File: src/rtl/input_debouncer_if.sv
// Bundle of the debouncer's per-channel signals: raw pins in, clean levels out, edge pulses.
// Ports: raw_in, clean_out, rise_pulse, fall_pulse (+ evt_clr, evt_sticky under DEBOUNCE_STICKY_EN).
interface input_debouncer_if #(
   parameter int WIDTH = 2
);
   logic [WIDTH-1:0] raw_in;
   logic [WIDTH-1:0] clean_out;
   logic [WIDTH-1:0] rise_pulse;
   logic [WIDTH-1:0] fall_pulse;
`ifdef DEBOUNCE_STICKY_EN
   logic [WIDTH-1:0] evt_clr;
   logic [WIDTH-1:0] evt_sticky;

   modport master (
      output raw_in,
      output evt_clr,
      input  clean_out,
      input  rise_pulse,
      input  fall_pulse,
      input  evt_sticky
   );

   modport slave (
      input  raw_in,
      input  evt_clr,
      output clean_out,
      output rise_pulse,
      output fall_pulse,
      output evt_sticky
   );
`else
   modport master (
      output raw_in,
      input  clean_out,
      input  rise_pulse,
      input  fall_pulse
   );

   modport slave (
      input  raw_in,
      output clean_out,
      output rise_pulse,
      output fall_pulse
   );
`endif
endinterface

File: src/rtl/input_debouncer.sv
// Multi-channel synchronizer + counter debounce with registered rise/fall pulses.
// Ports: clk, rst_n (async, active-low), io (slave: raw_in, clean_out, rise_pulse, fall_pulse).
// Optional DEBOUNCE_STICKY_EN adds io.evt_clr / io.evt_sticky sticky event flags.
module input_debouncer #(
   parameter int   WIDTH           = 2,
   parameter int   SYNC_STAGES     = 2,
   parameter int   DEBOUNCE_CYCLES = 4,
   parameter logic RESET_VAL       = 1'b0
) (
   input logic           clk,
   input logic           rst_n,
   input_debouncer_if.slave io
);
   localparam int CW = $clog2(DEBOUNCE_CYCLES + 1);
   localparam logic [CW-1:0] CNT_MAX = CW'(DEBOUNCE_CYCLES);
   localparam logic [CW-1:0] CNT_ONE = CW'(1);

   typedef enum logic {
      ST_STABLE,
      ST_COUNTING
   } state_t;

   logic [WIDTH-1:0] sync_r [SYNC_STAGES];
   logic [WIDTH-1:0] sync_q;

   state_t          state_q [WIDTH];
   state_t          state_d [WIDTH];
   logic [CW-1:0]   cnt_q   [WIDTH];
   logic [CW-1:0]   cnt_d   [WIDTH];

   logic [WIDTH-1:0] clean_q, clean_d;
   logic [WIDTH-1:0] rise_q, rise_d;
   logic [WIDTH-1:0] fall_q, fall_d;

   always_ff @(posedge clk or negedge rst_n) begin
      if (!rst_n) begin
         for (int s = 0; s < SYNC_STAGES; s++)
            sync_r[s] <= {WIDTH{RESET_VAL}};
      end else begin
         sync_r[0] <= io.raw_in;
         for (int s = 1; s < SYNC_STAGES; s++)
            sync_r[s] <= sync_r[s-1];
      end
   end

   assign sync_q = sync_r[SYNC_STAGES-1];

   always_ff @(posedge clk or negedge rst_n) begin
      if (!rst_n) begin
         for (int i = 0; i < WIDTH; i++) begin
            state_q[i] <= ST_STABLE;
            cnt_q[i]   <= '0;
         end
         clean_q <= {WIDTH{RESET_VAL}};
         rise_q  <= '0;
         fall_q  <= '0;
      end else begin
         for (int i = 0; i < WIDTH; i++) begin
            state_q[i] <= state_d[i];
            cnt_q[i]   <= cnt_d[i];
         end
         clean_q <= clean_d;
         rise_q  <= rise_d;
         fall_q  <= fall_d;
      end
   end

   // Counter is 0 in ST_STABLE, so both states share the
   // "increment or flip" path; a flip happens on the edge the
   // count would reach DEBOUNCE_CYCLES, so it never saturates.
   always_comb begin
      clean_d = clean_q;
      rise_d  = '0;
      fall_d  = '0;
      for (int i = 0; i < WIDTH; i++) begin
         state_d[i] = state_q[i];
         cnt_d[i]   = cnt_q[i];
         unique case (state_q[i])
            ST_STABLE: begin
               cnt_d[i] = '0;
               if (sync_q[i] != clean_q[i]) begin
                  if (cnt_q[i] + CNT_ONE == CNT_MAX) begin
                     clean_d[i] = sync_q[i];
                     rise_d[i]  = sync_q[i];
                     fall_d[i]  = ~sync_q[i];
                  end else begin
                     cnt_d[i]   = cnt_q[i] + CNT_ONE;
                     state_d[i] = ST_COUNTING;
                  end
               end
            end
            ST_COUNTING: begin
               if (sync_q[i] == clean_q[i]) begin
                  cnt_d[i]   = '0;
                  state_d[i] = ST_STABLE;
               end else if (cnt_q[i] + CNT_ONE == CNT_MAX) begin
                  clean_d[i] = sync_q[i];
                  rise_d[i]  = sync_q[i];
                  fall_d[i]  = ~sync_q[i];
                  cnt_d[i]   = '0;
                  state_d[i] = ST_STABLE;
               end else begin
                  cnt_d[i] = cnt_q[i] + CNT_ONE;
               end
            end
         endcase
      end
   end

   assign io.clean_out  = clean_q;
   assign io.rise_pulse = rise_q;
   assign io.fall_pulse = fall_q;

`ifdef DEBOUNCE_STICKY_EN
   logic [WIDTH-1:0] sticky_q;

   // Set term is OR'd after the clear mask so set wins.
   always_ff @(posedge clk or negedge rst_n) begin
      if (!rst_n)
         sticky_q <= '0;
      else
         sticky_q <= (sticky_q & ~io.evt_clr)
                   | rise_q | fall_q;
   end

   assign io.evt_sticky = sticky_q;
`endif
endmodule

File: src/flat_wrapper.sv
// flat-port wrapper written by rule: the top's interface ports become plain ports
module input_debouncer_flat 
#(
   parameter int   WIDTH           = 2,
   parameter int   SYNC_STAGES     = 2,
   parameter int   DEBOUNCE_CYCLES = 4,
   parameter logic RESET_VAL       = 1'b0
)
  (clk, rst_n, io_raw_in, io_clean_out, io_rise_pulse, io_fall_pulse);
  input_debouncer_if #(.WIDTH(WIDTH)) io_i ();
  input logic clk;
  input logic rst_n;
  input wire logic [$bits(io_i.raw_in)-1:0] io_raw_in;
  output wire logic [$bits(io_i.clean_out)-1:0] io_clean_out;
  output wire logic [$bits(io_i.rise_pulse)-1:0] io_rise_pulse;
  output wire logic [$bits(io_i.fall_pulse)-1:0] io_fall_pulse;
  assign io_i.raw_in = io_raw_in;
  assign io_clean_out = io_i.clean_out;
  assign io_rise_pulse = io_i.rise_pulse;
  assign io_fall_pulse = io_i.fall_pulse;
  input_debouncer #(.WIDTH(WIDTH), .SYNC_STAGES(SYNC_STAGES), .DEBOUNCE_CYCLES(DEBOUNCE_CYCLES), .RESET_VAL(RESET_VAL)) u_core (.clk(clk), .rst_n(rst_n), .io(io_i));
endmodule
File: config.mk
export PLATFORM = sky130hd
export DESIGN_NAME = input_debouncer_flat
export DESIGN_NICKNAME = d
export VERILOG_FILES = /design/src/rtl/input_debouncer_if.sv /design/src/rtl/input_debouncer.sv /design/src/flat_wrapper.sv
export SDC_FILE = /design/constraint.sdc
export NUM_CORES = 1
export LEC_CHECK = 0
export CAP_MARGIN = 15
export CORE_MARGIN = 5
export CORE_UTILIZATION = 25
export CTS_BUF_LIST = sky130_fd_sc_hd__clkbuf_2 sky130_fd_sc_hd__clkbuf_4 sky130_fd_sc_hd__clkbuf_8
export DETAILED_ROUTE_END_ITERATION = 8
export PLACE_DENSITY_LB_ADDON = 0.05
export RECOVER_POWER = 100
export SLEW_MARGIN = 15
export SYNTH_ARGS = -nofsm -noshare
export SYNTH_HDL_FRONTEND = slang
export SYNTH_SLANG_ARGS = --single-unit
export TNS_END_PERCENT = 10
File: constraint.sdc
create_clock -name clk -period 1.4 [get_ports clk]
set_clock_uncertainty 0.15 [all_clocks]
set_input_delay 0.14 -clock clk [delete_from_list [all_inputs] [get_ports clk]]
set_output_delay 0.14 -clock clk [all_outputs]
set_load 0.02 [all_outputs]
==> results.ini, run 1 <==
[status]
status=finished with violations
violations=setup timing

[setup_path]
reg2reg_depth=4
worstSetupPathType=reg2reg
cp_max_fo=2
critPathMaxStageDelay_ns=0.39
start_kind=flop
slowest_stage=dfrtp_1
cp.arrival_ns=1.49
worst_ep_required_time_ns=1.41
path_cells=ha_2, xor2_2, and2_4, mux2_4
critPathCaptureType=flop

[pwr]
p_leak_nw=0.423
p_per_area_nw_per_um2=1510
vdd_ir_drop_max_v=0.000727

[grt]
grt-ovfl-total=0
grt_use_total_pct=7.39
grt_max_degree=17
antenna_found_initial=0
grt_pass1_vias=439
grt_pass1_wl_um=1930

[place]
gp_congestion=0.708
pre_cts_ws_ns=-0.196
port_buffers=9
postPlaceCellArea_um2=798
dpl.hpwl_um=853

[floorplan]
start_util_pct=26.7
core_area_um2=2280
die_y_um=59.3
die_w_um=59.3
ios=10
die-area_um2=3520
num_rows=17

[logic_synthesis]
ys_seq_elements=16
synth_fa_ha_area_share_pct=8.23
syn_nets=48
synth_warnings=0
syn-instance-count=40
synth-compound-area-share_pct=0
ys_seq_area_share_pct=65.8
synth_top_family_by_area=simple AND/OR/NAND/NOR gates
synth_cell_types=10
synth_area_um2=608
synth_xor_area_share_pct=5.76
synth-simple-area-share_pct=15.2
syn_avg_cell_area_um2=15.2
muxShareOfSynthArea_pct=4.94

[clock_network]
clk_pin_slew_worst_paths_ns=0.08
htreeDepth=1
cts.sinks=16
clk_latency_ns=0.27
hold_buffers=0
cts_tree=built
cts_buffer_depth=2
root_buffer=clkbuf_4
cts_buffers=3

[route]
postRouteAntennaNets=0
drtIter0Drc=0
totalWireLength_um=1050
viasPerCell=4.11
routedWlPerCell_um=11.8
drcViolationCount=0
vias=366
drt_pass1_iterations=1

[sta]
setup_ws_ns=-0.0778
worst_hold_slack_ns=0.203
clock.fmax_ghz=0.677
finalCritPeriodShare_pct=106
slew_violations=0
fin_crit_ns=1.48
hold_viol_final=0
slew_headroom_pct=44.1
finalSetupViolations=2
worstMarginPinSlew_ns=0.838
grt_setup_unrepaired=true

[worst_hold_path]
min_path_type=reg2reg
whs_path_depth=0

[finish]
antenna_cells=0
drive_gt1_share_pct=37.7
finalInstanceArea_um2=855
fin_nets=71
syn_to_final_growth_pct=40.5

[run]
drv_cap=0

==> worst max-delay path, delay by kind of cell, from the launching register on <==
kind | cells | cell delay, ns
flip-flops | 1 | 0.39
multiplexers | 1 | 0.29
XOR/XNOR | 1 | 0.16
adder cells (fa/ha/maj) | 1 | 0.20
AND/OR/NAND/NOR | 1 | 0.18
==> worst paths after layout <==
path	from	endpoint	slack [ns]
min	u_core.sync_r[2]	u_core.sync_q[0]	0.20
min reg2reg	u_core.sync_r[2]	u_core.sync_q[0]	0.20
max in group asynchronous	rst_n	u_core.cnt_q[0]	0.26
max	u_core.cnt_q[3]	u_core.io.clean_out[0]	-0.08
max reg2reg	u_core.cnt_q[3]	u_core.io.clean_out[0]	-0.08
min in group asynchronous	rst_n	u_core.cnt_q[4]	0.33
==> final cells by class <==
cell class | instances | area [um2]
fillers | 222 | 1420
well taps | 28 | 35.0
flip-flops and latches | 16 | 400
multi-input cells | 24 | 258
repair buffers | 18 | 139
clock buffers | 3 | 22.5
==> cell usage in the layout, fill, tap and decap left out <==
master / count
nor3b_2: 4
dlygate4sd3_1: 3
nand2_4: 1
xnor2_1: 2
dfrtp_1: 16
clkbuf_1: 3
nor2b_1: 2
dlygate4sd2_1: 6
nor3b_1: 2
ha_2: 2
clkbuf_4: 3
mux2_4: 2
ha_1: 2
and2_4: 2
nand2_2: 1
nor3_1: 2
xor2_2: 2
buf_4: 6
==> what timing repair did <==
action / 4_1_cts / 5_1_grt
buffers inserted: 0 / 1
cloned: 0 / 0
pin swaps: 4 / 3
setup endpoints to repair: 13 / 7
resized for setup: 8 / 7
==> per-stage QoR <==
step / util (%) / setup TNS [ns] / std cells / power [mW]
finish: 37.5 / -0.139 / 89 / 1.29
global route: 37.5 / -0.350 / 89 / 1.39
CTS: 36.4 / -0.196 / 88 / 1.28
detailed placement: 35.1 / -0.403 / 85 / 1.05
global placement: 35.1 / -0.135 / 85 / 0.998
floorplan: - / -0.133 / 40 / 0.835
==> logic make-up (layout without fill, tap and decap cells) <==
| kind of cell | Yosys count | after routing |
|---|---|---|
| XOR/XNOR | 4 | 4 |
| adder cells (fa/ha/maj) | 4 | 4 |
| buffers and inverters | 0 | 21 |
| flip-flops | 16 | 16 |
| multiplexers | 2 | 2 |
| AND/OR/NAND/NOR | 14 | 14 |
==> flip-flops by register name (all words and copies together) (netlist names) <==
| signal | count |
|---|---|
| u_core.cnt_q | 6 |
| u_core.sync_q | 2 |
| u_core.io.rise_pulse | 2 |
| u_core.sync_r | 2 |
| u_core.io.fall_pulse | 2 |
| u_core.io.clean_out | 2 |
==> power by group <==
group / internal, mW / switching, mW / total (mW)
logic: 0.245 / 0.202 / 0.448
registers: 0.556 / 0.0638 / 0.620
clock network: 0.0995 / 0.125 / 0.224
total: 0.901 / 0.391 / 1.29
==> routing by layer <==
metal / global-route usage, % / routed length, um
met1: 8.29 / 440
met3: 2.18 / 49
met5: 0 / 0
met4: 3.88 / 0
met2: 12.5 / 564
==> synth_stat cells, drive strengths merged <==
library cell | n | area share (%)
mux2 | 2 | 4.9
xnor2 | 2 | 2.9
and2 | 2 | 2.9
nor3 | 2 | 1.6
nand2 | 2 | 1.2
nor3b | 6 | 7.4
dfrtp | 16 | 66
ha | 4 | 8.2
xor2 | 2 | 2.9
nor2b | 2 | 2.1
(Power assumes the default switching activity.)
==> inputs of run 2 (changes only) <==
--- a/config.mk
+++ b/config.mk
@@ -7,7 +7,7 @@
 export LEC_CHECK = 0
 export CAP_MARGIN = 15
 export CORE_MARGIN = 5
-export CORE_UTILIZATION = 25
+export CORE_UTILIZATION = 30
 export CTS_BUF_LIST = sky130_fd_sc_hd__clkbuf_2 sky130_fd_sc_hd__clkbuf_4 sky130_fd_sc_hd__clkbuf_8
 export DETAILED_ROUTE_END_ITERATION = 8
 export PLACE_DENSITY_LB_ADDON = 0.05
==> run 2 against run 1 <==
  * The flow still finishes with violations (setup timing)
  * Combinational power decreased by 2%
  * Die area decreased by 14%
  * Maximum frequency decreased by 1.3%
  * Worst hold slack improved by 0.0061 ns
  * Largest cell class unchanged
  * Largest power group unchanged
==> results.ini, run 2 (same netlist as run 1, synthesis figures left out) <==
[status]
status=finished with violations
violations=setup timing

[sta]
setup_ws_ns=-0.0967  ; -0.0188 ns
fin_crit_ns=1.50  ; +0.0188 ns
clock.fmax_ghz=0.668  ; -1.3%
finalCritPeriodShare_pct=107  ; +1.3 points
worstMarginPinSlew_ns=0.846  ; +0.00796 ns
hold_viol_final=0  ; unchanged
finalSetupViolations=2  ; unchanged
slew_headroom_pct=43.6  ; -0.53 points
grt_setup_unrepaired=true
slew_violations=0  ; unchanged
worst_hold_slack_ns=0.209  ; +0.00610 ns

[clock_network]
cts_tree=built
root_buffer=clkbuf_4
clk_pin_slew_worst_paths_ns=0.09  ; about the same
clk_latency_ns=0.27  ; about the same
htreeDepth=1  ; unchanged
cts_setup_buffers=0  ; unchanged
cts.sinks=16  ; unchanged
hold_buffers=0  ; unchanged
cts_buffer_depth=2  ; unchanged
cts_buffers=3  ; unchanged

[pwr]
p_leak_nw=0.410  ; -3.1%
vdd_ir_drop_max_v=0.000739  ; +1.6%
p_per_area_nw_per_um2=1590  ; +5.1%
swShare_pct=28.9  ; -1.3 points
pwr-share-comb_pct=32.6  ; -2.1 points
p_total_mw=1.34  ; +4.1%
p_clk_share_pct=21.5  ; +4.1 points
p_int_uw=955  ; +6.0%
switchingPower_uw=389  ; -0.50%
pwr-share-seq_pct=45.9  ; -2.1 points

[setup_path]
endpoint=u_core.io.clean_out[1]
worst_ep_required_time_ns=1.42  ; about the same
critPathCaptureType=flop
cp.arrival_ns=1.51  ; +0.02 ns
cp_max_fo=2  ; unchanged
start_kind=flop
ff2ff_setup_slack_ns=-0.1  ; -0.02 ns
startpoint=u_core.cnt_q[0]
worstSetupPathType=reg2reg
worstReg2RegStart=u_core.cnt_q[0]
r2r_end=u_core.io.clean_out[1]
reg2reg_depth=4  ; unchanged

[grt]
antenna_found_initial=0  ; unchanged
grt-ovfl-total=0  ; unchanged
grt_use_total_pct=8.31  ; +0.92 points
grt_pass1_vias=389  ; -11%
grt_pass1_wl_um=1680  ; -13%
grt_max_degree=17  ; unchanged

[route]
totalWireLength_um=1030  ; -1.9%
viasPerCell=4.03  ; -1.9%
routedWlPerCell_um=11.6  ; -1.9%
drcViolationCount=0  ; unchanged
postRouteAntennaNets=0  ; unchanged
vias=359  ; -1.9%
drtIter0Drc=0  ; unchanged
drt_pass1_iterations=1  ; unchanged

[finish]
top_register=u_core.cnt_q
antenna_cells=0  ; unchanged
final_cell_mix=dfrtp_1 (16), dlygate4sd2_1 (6), buf_4 (5)
drive_gt1_share_pct=32.3  ; -5.4 points
final_common_cell=dfrtp_1
post-route-util_pct=43.6  ; +6.0 points
multiInputGateArea_um2=240  ; -6.8%
fin_nets=71  ; unchanged
finalInstanceArea_um2=846  ; -1.0%
syn_to_final_growth_pct=39.1
largest_reg_flops=6  ; unchanged
fill_cells=188  ; -15%
regArea_um2=400  ; unchanged
stdcell_count=89  ; unchanged

[place]
port_buffers=9  ; unchanged
dpl.hpwl_um=792  ; -7.1%
dpl.cell_count=85  ; unchanged
gp_congestion=0.742  ; +4.8%
postPlaceCellArea_um2=805  ; +0.78%

[floorplan]
die_w_um=55.0  ; -7.2%
num_rows=16  ; -1
start_util_pct=31.3  ; +4.6 points
die_y_um=55.0  ; -7.2%
die-area_um2=3030  ; -14%
ios=10  ; unchanged
core_area_um2=1940  ; -15%

[worst_hold_path]
min-delay-start=u_core.sync_r[3]
min_path_type=reg2reg

[run]
drv_cap=0  ; unchanged

run 2: cell count changes in the layout (fill, tap and decap cells not counted):
cell / change
buf_4: -1
nand2_4: -1
nor3b_1: +2
clkbuf_8: +1
nand2_1: +1
nor3b_2: -2
clkbuf_1: +1
run 2: worst min path at each step:
stage | end | depth (start not counted)
2_1_floorplan | u_core.cnt_q[0] | 0
6_report | u_core.sync_q[1] | 0
3_5_place_dp | u_core.sync_q[1] | 0
3_3_place_gp | u_core.sync_q[0] | 0
4_1_cts | u_core.sync_r[3] | 2
5_1_grt | u_core.sync_q[1] | 0
run 2: what timing repair did:
action | CTS | global route
setup endpoints to repair | 10 | 5
resized for setup | 10 | 1
pin swaps | 2 | 3
run 2: through the flow:
stage,TNS (ns),setup slack (ns)
3_3_place_gp,-0.132,-0.0832
3_5_place_dp,-0.436,-0.169
4_1_cts,-0.240,-0.122
6_report,-0.182,-0.0967
2_1_floorplan,-0.133,-0.0664
5_1_grt,-0.292,-0.154
run 2: cell type report:
class                      instances  area share [%]
clock buffer                       4            4.29
tap                               27            3.99
sequential                        16            47.3
multi-input combinational         24            28.4
timing repair buffer              18            16.0
run 2: worst max-delay path, stage by stage (launching register included):
cell	delay, ns
dfrtp_1	0.39
ha_2	0.20
xor2_2	0.17
and2_4	0.18
mux2_4	0.29
run 2: per-layer routing:
| metal | wire length [um] | track usage (%) | vias up | share of wire, % |
|---|---|---|---|---|
| met4 | 0 | 4.86 | 0 | 0 |
| met2 | 537 | 14.4 | 6 | 52 |
| met1 | 454 | 8.92 | 178 | 44 |
| met5 | 0 | 0 | - | 0 |
| li1 | - | - | 175 | - |
| met3 | 42 | 2.41 | 0 | 4.1 |
run 2: power groups by stage:
stage | Clock (mW) | Combinational [mW] | Sequential [mW]
6_report | 0.289 | 0.439 | 0.617
5_1_grt | 0.317 | 0.486 | 0.626
4_1_cts | 0.303 | 0.465 | 0.619
3_5_place_dp | 0 | 0.451 | 0.624
3_3_place_gp | 0 | 0.418 | 0.614
2_1_floorplan | 0 | 0.188 | 0.647
==> inputs of run 3 (changes only) <==
--- a/config.mk
+++ b/config.mk
@@ -6,9 +6,10 @@
 export NUM_CORES = 1
 export LEC_CHECK = 0
 export CAP_MARGIN = 15
-export CORE_MARGIN = 5
+export CORE_MARGIN = 10
 export CORE_UTILIZATION = 30
 export CTS_BUF_LIST = sky130_fd_sc_hd__clkbuf_2 sky130_fd_sc_hd__clkbuf_4 sky130_fd_sc_hd__clkbuf_8
+export CTS_CLUSTER_SIZE = 10
 export DETAILED_ROUTE_END_ITERATION = 8
 export PLACE_DENSITY_LB_ADDON = 0.05
 export RECOVER_POWER = 100
==> run 3 against run 2 <==
  * The flow still finishes with violations (setup timing)
  * Non-clock buffer count is 1 higher
  * Global-route usage is 2.9 points lower
  * Sequential power hardly changed
  * Clock-buffer cell count stayed put
  * Wire length is 8.8% higher
  * Largest power group unchanged
  * Highest routed layer unchanged
  * Sequential cell count stayed put
  * Register-to-register slack hardly changed
  * Worst setup slack worse by 0.0031 ns
  * Critical path type unchanged
==> results.ini, run 3 (same netlist as run 1, synthesis figures left out) <==
[floorplan]
num_rows=16  ; unchanged
die-area_um2=4230  ; +40%
core_area_um2=1940  ; unchanged
ios=10  ; unchanged
die_w_um=65.0  ; +18%
start_util_pct=31.3  ; unchanged
die_y_um=65.0  ; +18%

[setup_path]
slowest_stage=dfrtp_1
worstReg2RegStart=u_core.cnt_q[0]
critPathCaptureType=flop
worst_ep_required_time_ns=1.42  ; about the same
reg2reg_depth=4  ; unchanged
endpoint=u_core.io.clean_out[1]
cp.arrival_ns=1.52  ; about the same
worstSetupPathType=reg2reg
start_kind=flop
startpoint=u_core.cnt_q[0]
ff2ff_setup_slack_ns=-0.1  ; about the same
path_cells=ha_2, xor2_2, and2_4, mux2_4
critPathMaxStageDelay_ns=0.40  ; about the same
cp_max_fo=3  ; +1
r2r_end=u_core.io.clean_out[1]

[sta]
slew_violations=0  ; unchanged
grt_setup_unrepaired=true
slew_headroom_pct=44.2  ; +0.55 points
setup_ws_ns=-0.0997  ; -0.00305 ns
clock.fmax_ghz=0.667  ; -0.20%
worstMarginPinSlew_ns=0.838  ; -0.00825 ns
finalSetupViolations=2  ; unchanged
fin_crit_ns=1.50  ; +0.00305 ns
finalCritPeriodShare_pct=107  ; +0.22 points
hold_viol_final=0  ; unchanged

[grt]
antenna_found_initial=0  ; unchanged
grt_pass1_wl_um=1800  ; +7.0%
grt_pass1_vias=417  ; +7.2%
grt-ovfl-total=0  ; unchanged
grt_use_total_pct=5.44  ; -2.9 points
grt_max_degree=17  ; unchanged

[pwr]
vdd_ir_drop_max_v=0.000784  ; +6.2%
p_total_mw=1.38  ; +2.7%
p_per_area_nw_per_um2=1590  ; +0.15%
p_leak_nw=0.423  ; +3.0%

[finish]
post-route-util_pct=44.7  ; +1.1 points
final_common_cell=dfrtp_1
fill_cells=194  ; +3.2%
stdcell_count=90  ; +1.1%
antenna_cells=0  ; unchanged
fin_nets=72  ; +1.4%
largest_reg_flops=6  ; unchanged
final_cell_mix=dfrtp_1 (16), buf_4 (7), dlygate4sd2_1 (6)
syn_to_final_growth_pct=42.6
top_register=u_core.cnt_q
drive_gt1_share_pct=38.1  ; +5.8 points

[route]
drt_pass1_iterations=1  ; unchanged
drtIter0Drc=0  ; unchanged
drcViolationCount=0  ; unchanged
totalWireLength_um=1130  ; +8.8%
vias=369  ; +2.8%
viasPerCell=4.10  ; +1.6%
postRouteAntennaNets=0  ; unchanged
routedWlPerCell_um=12.5  ; +7.6%

[clock_network]
cts_tree=built
cts_buffers=3  ; unchanged
hold_buffers=0  ; unchanged
clk_pin_slew_worst_paths_ns=0.09  ; about the same
root_buffer=clkbuf_4
htreeDepth=1  ; unchanged
clk_latency_ns=0.27  ; about the same
cts_buffer_depth=2  ; unchanged
cts.sinks=16  ; unchanged

[status]
status=finished with violations
violations=setup timing

[worst_hold_path]
min_path_type=reg2reg

[place]
dpl.cell_count=85  ; unchanged
gp_congestion=0.759  ; +2.2%
port_buffers=9  ; unchanged
dpl.hpwl_um=837  ; +5.7%

[run]
drv_cap=0  ; unchanged

-- run 3: area by class of cell --
cell class / instances / area [um2] / share of cell area, %
Multi-Input combinational cell: 24 / 250 / 28.9
Sequential cell: 16 / 400 / 46.2
Tap cell: 27 / 33.8 / 3.90
Clock buffer: 4 / 36.3 / 4.18
Timing Repair Buffer: 19 / 146 / 16.9
-- run 3: per-stage QoR --
step / worst slack [ns] / hold slack (ns) / setup TNS (ns) / area [um2]
2_1_floorplan: -0.0664 / -0.306 / -0.133 / 613
4_1_cts: -0.123 / 0.0120 / -0.233 / 858
6_report: -0.0997 / 0.209 / -0.189 / 867
3_5_place_dp: -0.164 / 0.190 / -0.473 / 805
5_1_grt: -0.149 / 0.227 / -0.365 / 867
3_3_place_gp: -0.0830 / 0.186 / -0.132 / 805
-- run 3: metal layers --
| metal | vias to the layer above | GRT usage (%) | part of all wire, % |
|---|---|---|---|
| met4 | 0 | 3.21 | 0 |
| li1 | 178 | - | - |
| met1 | 185 | 5.49 | 40 |
| met2 | 6 | 9.36 | 54 |
| met5 | - | 0 | 0 |
| met3 | 0 | 2.06 | 5.7 |
-- run 3: worst min path at each step --
stage                       end             start  slack [ns]  cells after the start
2_1_floorplan   u_core.cnt_q[0]             rst_n       -0.31                      0
3_3_place_gp   u_core.sync_q[1]  u_core.sync_r[3]        0.19                      0
3_5_place_dp   u_core.sync_q[0]  u_core.sync_r[2]        0.19                      0
4_1_cts        u_core.sync_r[2]             rst_n        0.01                      2
5_1_grt        u_core.sync_q[0]  u_core.sync_r[2]        0.23                      0
6_report       u_core.sync_q[0]  u_core.sync_r[2]        0.21                      0
-- run 3: repair_timing --
item                                    CTS  global route
endpoints found under the setup margin   11             6
setup buffers                             0             1
pin swaps                                 4             3
resized for setup                        10             3
-- run 3: critical path: cells and delay by family, from the launching register on --
family	cells	cell delay, ns
xor gates and xnor gates	1	0.17
adders and majority gates	1	0.21
DFF	1	0.40
muxes	1	0.29
and+or+nand+nor	1	0.18
-- run 3: power breakdown --
group / switching [mW] / internal (mW) / leakage, nW / total, mW
sequential: 0.0600 / 0.556 / 0.208 / 0.616
combinational: 0.211 / 0.262 / 0.194 / 0.474
clock: 0.132 / 0.158 / 0.0210 / 0.290
